<file path="config.mk">
export PLATFORM = sky130hd
export DESIGN_NAME = rgb_pwm_fader
export DESIGN_NICKNAME = d
export VERILOG_FILES = /design/src/rtl/rgb_pwm_fader.sv
export SDC_FILE = /design/constraint.sdc
export NUM_CORES = 1
export LEC_CHECK = 0
export BUFFER_PORTS_ARGS = -buffer_cell sky130_fd_sc_hd__buf_4
export CAP_MARGIN = 20
export CORE_MARGIN = 1.5
export CORE_UTILIZATION = 35
export CTS_CLUSTER_DIAMETER = 200
export DETAILED_ROUTE_END_ITERATION = 10
export PLACE_DENSITY = 0.56
export SLEW_MARGIN = 25
export SYNTH_ARGS = -nofsm -noshare
export SYNTH_HDL_FRONTEND = slang
export SYNTH_SLANG_ARGS = --single-unit
</file>
<file path="constraint.sdc">
create_clock -name clk -period 2.7 [get_ports clk]
set_input_delay 0.54 -clock clk [delete_from_list [all_inputs] [get_ports clk]]
set_output_delay 0.54 -clock clk [all_outputs]
set_load 0.02 [all_outputs]
</file>
<file path="src/rtl/rgb_pwm_fader.sv">
// rgb_pwm_fader
//   Three-channel PWM generator with optional linear fade. It sits directly
//   upstream of the SB_RGBA_DRV RGB LED driver: pwm[0..2] feed RGB0PWM,
//   RGB1PWM and RGB2PWM.
//
// Parameters
//   PWM_BITS  duty / counter width; one PWM period is 2^PWM_BITS clocks
//   FADE_DIV  one fade tick every FADE_DIV+1 PWM periods
//
// Ports
//   clk          system clock (LF oscillator or any fabric clock)
//   rst_n        asynchronous active-low reset
//   tgt_r/g/b    target duty per channel
//   tgt_load     single-cycle strobe, captures all three targets
//   fade_en      1 = ramp toward target, 0 = jump to target
//   pwm          registered PWM outputs, [0]=R [1]=G [2]=B
//   busy         high while a fade is in progress
//   period_strb  one-cycle pulse on the first clock of each PWM period
//
// Build option
//   RGB_PWM_FADER_GAMMA_EN  when defined, the applied duty is (cur*cur)>>PWM_BITS
//                           instead of cur.

module rgb_pwm_fader #(
    parameter int PWM_BITS = 8,
    parameter int FADE_DIV = 3
) (
    input  logic                clk,
    input  logic                rst_n,
    input  logic [PWM_BITS-1:0] tgt_r,
    input  logic [PWM_BITS-1:0] tgt_g,
    input  logic [PWM_BITS-1:0] tgt_b,
    input  logic                tgt_load,
    input  logic                fade_en,
    output logic [2:0]          pwm,
    output logic                busy,
    output logic                period_strb
);

    localparam logic [PWM_BITS-1:0] CNT_MAX = '1;
    localparam int                  DIV_W   = (FADE_DIV > 0) ? $clog2(FADE_DIV + 1) : 1;
    localparam logic [DIV_W-1:0]    DIV_MAX = DIV_W'(FADE_DIV);

    typedef enum logic {IDLE, FADE} state_t;

    state_t                     state;
    logic [PWM_BITS-1:0]        pwm_cnt;
    logic [DIV_W-1:0]           div_cnt;
    logic [2:0][PWM_BITS-1:0]   tgt;
    logic [2:0][PWM_BITS-1:0]   cur;
    logic [2:0][PWM_BITS-1:0]   act;
    logic [2:0][PWM_BITS-1:0]   tgt_in;
    logic [2:0][PWM_BITS-1:0]   tgt_nxt;
    logic [2:0][PWM_BITS-1:0]   cur_step;
    logic                       fade_tick;
    logic                       all_eq;

    // Mapping from ramp value to applied duty.
    function automatic logic [PWM_BITS-1:0] duty_map(input logic [PWM_BITS-1:0] c);
`ifdef RGB_PWM_FADER_GAMMA_EN
        logic [2*PWM_BITS-1:0] sq;
        sq = {{PWM_BITS{1'b0}}, c} * {{PWM_BITS{1'b0}}, c};
        return PWM_BITS'(sq >> PWM_BITS);
`else
        return c;
`endif
    endfunction

    // One LSB toward the target, or hold if already there.
    function automatic logic [PWM_BITS-1:0] step_toward(input logic [PWM_BITS-1:0] c,
                                                        input logic [PWM_BITS-1:0] t);
        if (c < t)
            return c + 1'b1;
        else if (c > t)
            return c - 1'b1;
        else
            return c;
    endfunction

    always_comb begin
        tgt_in    = {tgt_b, tgt_g, tgt_r};
        tgt_nxt   = tgt_load ? tgt_in : tgt;
        // period_strb is high exactly while pwm_cnt == 0, so it doubles as
        // the divider's period event.
        fade_tick = (state == FADE) && period_strb && (div_cnt == DIV_MAX);
        cur_step  = cur;
        for (int i = 0; i < 3; i++) begin
            if (fade_tick)
                cur_step[i] = step_toward(cur[i], tgt[i]);
        end
        // Compare against the targets as they will be after this edge so a
        // retarget onto the current value also terminates the fade.
        all_eq = (cur_step == tgt_nxt);
    end

    // PWM counter, applied duty and outputs
    always_ff @(posedge clk or negedge rst_n) begin
        if (!rst_n) begin
            pwm_cnt     <= '0;
            period_strb <= 1'b0;
            pwm         <= 3'b000;
            act         <= '0;
        end else begin
            pwm_cnt     <= pwm_cnt + 1'b1;
            period_strb <= (pwm_cnt == CNT_MAX);
            for (int i = 0; i < 3; i++) begin
                pwm[i] <= (pwm_cnt < act[i]);
                // Reload only on the last count so a period never mixes duties.
                if (pwm_cnt == CNT_MAX)
                    act[i] <= duty_map(cur[i]);
            end
        end
    end

    // Target capture and fade control
    always_ff @(posedge clk or negedge rst_n) begin
        if (!rst_n) begin
            state   <= IDLE;
            busy    <= 1'b0;
            div_cnt <= '0;
            tgt     <= '0;
            cur     <= '0;
        end else begin
            tgt <= tgt_nxt;
            case (state)
                IDLE: begin
                    if (tgt_load) begin
                        if (fade_en) begin
                            state   <= FADE;
                            busy    <= 1'b1;
                            div_cnt <= '0;
                        end else begin
                            cur <= tgt_in;
                        end
                    end
                end
                FADE: begin
                    if (!fade_en) begin
                        cur   <= tgt_nxt;
                        state <= IDLE;
                        busy  <= 1'b0;
                    end else begin
                        cur <= cur_step;
                        if (period_strb)
                            div_cnt <= (div_cnt == DIV_MAX) ? '0 : div_cnt + 1'b1;
                        if (all_eq) begin
                            state <= IDLE;
                            busy  <= 1'b0;
                        end
                    end
                end
                default: begin
                    state <= IDLE;
                    busy  <= 1'b0;
                end
            endcase
        end
    end

endmodule
</file>
Word-level counts from Yosys, hierarchy flattened. Index checks and enable logic that the tools add are counted.

Equality and inequality tests: 9. Add/sub/neg operators: 8. Multiplexer cells: 30. Bitwise operators: 1. Order comparisons: 9. Reductions and logical operators: 5.

Operators by type and width (number): 24-bit 2-to-1 mux (4); 8-bit 2-to-1 mux (9); 8-bit < comparator (6); 24-bit case mux with 2 select lines (1); 8-bit by 1-bit adder with 8-bit output (second input constant) (4); 24-bit equality test (1); 8-bit > comparator (3); 8-bit by 1-bit subtractor with 8-bit output (second input constant) (3); 2-bit 2-to-1 mux (5); 2-bit inequality test (second input constant) (5); 8-bit equality test (second input constant) (1); 1-bit 2-to-1 mux (8); 1-bit case mux with 2 select lines (2); 2-bit case mux with 2 select lines (1); 4-bit AND reduction (1); 3-bit by 2-bit inequality test with 1-bit output (second input constant) (1); 3-bit AND reduction (1); 2-bit by 1-bit adder with 2-bit output (second input constant) (1); 2-bit equality test (second input constant) (1); 1-bit logical AND (2); 2-bit AND reduction (1); 1-bit NOT (1).

Flip-flop bits (word level): 88. Output and inout port bits: 5. Logic and storage cells: 77.

Logic depth before layout (Yosys ltp).
Depth in word-level cells: 8. Depth in mapped cells: 12.

Worst setup path before layout. No wires, ideal clock.

Kind: register to register. Start: register cur[21] (netlist bit). End: register state. Buffers on the path: 0. Cell stages (with the launch flop): 11. Data arrival time: 2613 ps. Path slack: -63 ps. Setup time: 150 ps. Path through: dfrtp_1 -> ha_1 -> nand4_1 -> o21ai_2 -> or4_1 -> nor3b_1 -> a21oi_2 -> xnor3_1 -> a211o_1 -> nor4_2 -> a41oi_1.

Longest elaborated chain between the ends: 8. Elaborated cells between the ends (all ways): 11.

Ends and longest elaborated chain: from (decl) (line 50) `logic [2:0][PWM_BITS-1:0] cur;`; from (signal assigned) (line 133) `cur <= tgt_in;`; from (signal assigned) (line 139) `cur <= tgt_nxt;`; from (signal assigned) (line 143) `cur <= cur_step;`; 8-bit by 1-bit subtractor with 8-bit output or 8-bit > comparator (tied branches) (line 75, 74); 8-bit 2-to-1 mux (line 74) `else if (c > t)`; 8-bit 2-to-1 mux (line 72) `if (c < t)`; 8-bit 2-to-1 mux (*) (line 88) `if (fade_tick)`; 24-bit equality test (*) (line 93) `all_eq = (cur_step == tgt_nxt);`; 1-bit 2-to-1 mux (*) (line 146) `if (all_eq) begin`; 1-bit 2-to-1 mux (*) (line 138) `if (!fade_en) begin`; 1-bit case mux with 2 select lines (*) (line 125) `case (state)`; to (signal assigned) (line 129) `state <= FADE;`; to (signal assigned) (line 140) `state <= IDLE;`; to (signal assigned) (line 147) `state <= IDLE;`; to (decl) (line 46) `state_t state;`.

Every way passes the cells marked *; elsewhere a longest branch is shown, timed or not. A chain may end at the register's enable or synchronous reset.

Worst setup path in the final report.
Start: register tgt[17] (netlist bit). End: register state.

Longest elaborated chain between the ends: 8. Elaborated cells between the ends (all ways): 10.

Ends and longest elaborated chain: from (decl) (line 49) `logic [2:0][PWM_BITS-1:0] tgt;`; from (signal assigned) (line 124) `tgt <= tgt_nxt;`; 8-bit > comparator (line 74); 8-bit 2-to-1 mux (line 74); 8-bit 2-to-1 mux (line 72); 8-bit 2-to-1 mux (line 88); 24-bit equality test (*) (line 93); 1-bit 2-to-1 mux (*) (line 146); 1-bit 2-to-1 mux (*) (line 138); 1-bit case mux with 2 select lines (*) (line 125).

Marks and branches as above.

==> results.md <==
* Status: finished, violations left
* Failing checks: setup timing
* DRT iter0 DRCs at 363
* Critical path required time at 2.90 ns
* H-tree depth at 3
* Nets at 927
* Initial antenna violation count at 0
* PD cells at 528.9 nW/um^2
* Initial core utilization at 0.3557
* Final Critical Period at 2.868 ns
* Tot GR Track Use at 0.2192
* Antenna Cells at 0
* Reg2reg path depth at 12
* Die W at 137.9 um
* CTS Hold Bufs at 0
* Synth area leader: dfrtp_1
* Via/cell ratio at 5.438
* Max Used Layer: met4
* Share of cells above drive strength 1 at 0.2644
* Core Area at 17900 um^2
* Top-count cell post-synth: dfrtp_1
* DR WL met3 at 600 um
* Hold crit path type: in -> async
* Flop-to-flop setup slack at -0.17 ns
* Clk sink count at 88
* Clock skew at 0.01115 ns
* Placed cells at 1060
* Final number of setup-violating endpoints at 2
* Synth Flop Type: dfrtp_1
* Final wirelength at 19870 um
* Worst setup EP type: register
* Synth unique cells at 70
* Startpoint types: register
* Grt ovf at 0
* PortBufs at 32
* DP HPWL at 14580 um
* M1 WL at 9663 um
* DR WL/cell at 18.40 um
* CTS max path bufs at 2
* R2R Path Start: tgt[17]
* Hold Worst Slack at 0.1318 ns
* Layout area overhead at 27.39%
* Period utilization at 1.062
* Worst reg2reg endpoint: state
* Full die area at 19010 um^2
* Worst-Margin Slew at 0.8331 ns
* Drt drc at 0
* Metal2 WL at 9107 um
* Top cell type's share of synthesized area at 0.3458
* Mapped cell area at 6367 um^2
* Yosys reg bits at 88
* VDD IR-drop max at 278.8 uV
* Clock Latency Late Sink at 0.36 ns
* Placed cell areas at 7627 um^2
* Crit-path max FO at 3
* Syn nets at 801
* Synth Area per Inst at 8.844 um^2
* Endpoints failing hold at 0
* Asr flop ratio synth at 1.000
* Layout Utilization at 0.4531
* CTS tree: yes
* Drt first pass iters at 5
* Sequential cell area fraction in the yosys report at 0.3458
* Power, Total at 4.290 mW
* FP Rows at 49
* Leak at 3.643 nW
* Vias in the first global route at 5855
* Register clock-pin slew on the reported worst setup and hold paths at 0.08 ns
* Fmax at 348.7 MHz
* Root buffer cell: clkbuf_16
* Worst path arrival time at 3.07 ns
* Synth cell count leaders: dfrtp_1, nand2_1, o21ai_0
* Routed via count at 5873
* Number of synthesized flops with an enable pin at 0
* Max Cap Violations at 0
* Slew Viols, Final at 0
* Top cells by area, synth: dfrtp_1, ha_1, o21ai_0
* Final setup margin at -0.1681 ns
* Post-Route Setup TNS at -0.2788 ns
* IO Pins at 33
* Fin area at 8112 um^2
* Largest net degree at the start of global routing at 59
* Layout Cells excl Fill at 1080
* Relative slew slack at 0.4440
* Routed Antenna Nets at 0
* Worst slack at placement at -0.3362 ns
* Total clock buffers created by CTS at 9
* RSZ-0062 raised after global routing: yes
* RD Place Congestion at 0.8933
* Crit Path Category: reg -> reg
* First-pass GRT wire length at 31650 um
* Chip Height at 137.9 um
* Cell count after synthesis at 720
* Ys Warns at 0
-- metal layers --
metal	global-route usage	vias up
met1	0.3026	2887
met5	0	-
met3	0.02814	35
met4	0.08160	0
met2	0.3505	114
li1	-	2837
-- logic make-up after synthesis --
| group | Yosys count | synth area share |
|---|---|---|
| compound gates | 226 | 0.2299 |
| fa+ha+maj | 53 | 0.1041 |
| mux | 6 | 0.01002 |
| buf+inv | 100 | 0.06524 |
| xor+xnor | 47 | 0.08607 |
| simple gates | 200 | 0.1588 |
| flops | 88 | 0.3458 |
-- state kept, by name, indices dropped and copies added, names as in the netlist --
signal,cells
act,24
cur,24
tgt,24
pwm_cnt,8
pwm,3
div_cnt,2
busy,1
period_strb,1
state,1
-- how the worst max path moves through the flow --
stage / startpoint / to / depth (start not counted)
6_report: tgt[17] / state / 12
5_1_grt: tgt[11] / state / 11
4_1_cts: tgt[21] / state / 12
3_5_place_dp: tgt[7] / state / 10
3_3_place_gp: tgt[7] / state / 10
2_1_floorplan: cur[1] / state / 11
-- power breakdown --
part / internal (mW) / leakage, nW / switching (mW)
combinational: 0.729 / 2.41 / 0.854
clock: 0.639 / 0.138 / 0.596
sequential: 1.41 / 1.09 / 0.0604
total: 2.78 / 3.64 / 1.51
-- area by class of cell --
cell class,instances,area [um^2]
Tap cell,229,286.5
Sequential cell,88,2202
Clock inverter,6,48.80
Multi-Input combinational cell,532,3935
Clock buffer,10,229.0
Timing Repair Buffer,153,1177
Inverter,62,232.7
Fill cell,1800,9791
-- layout by cell type (no fill, tap or decap), drive strengths merged, types with 4 or more instances in the layout --
cell    Yosys  routed
nor4        8       8
nor2b       6       6
o211a       4       4
o31ai       9       9
o211ai     12      12
xnor3       5       5
buf        13     153
nand3      23      23
xnor2      26      26
nand4      12      12
nor3       13      13
nor2       28      28
nand2      71      71
a21oi      51      51
inv        62      66
ha         53      53
o21a        9       9
or3        11      11
and3        5       5
xor3        4       4
o22ai      30      30
o21ai      72      72
nand2b      8       8
xor2       12      12
clkbuf     25      10
a21o       12      12
a31oi       4       4
dfrtp      88      88
-- critical path: stages (launching register included) --
cell	delay, ns
dfrtp_1	0.39
inv_2	0.09
ha_4	0.21
nor2b_4	0.12
o211ai_1	0.27
a21oi_2	0.13
buf_4	0.16
o211ai_1	0.24
o221ai_2	0.17
xnor2_2	0.20
nand4b_1	0.28
nor4_4	0.30
a41oi_1	0.16
-- what timing repair did --
action,in CTS,in global routing
endpoints found under the setup margin,2,3
gates resized for setup,18,19
pin swaps,8,7
buffers inserted,2,2
Power figures use the tool's default switching activity.
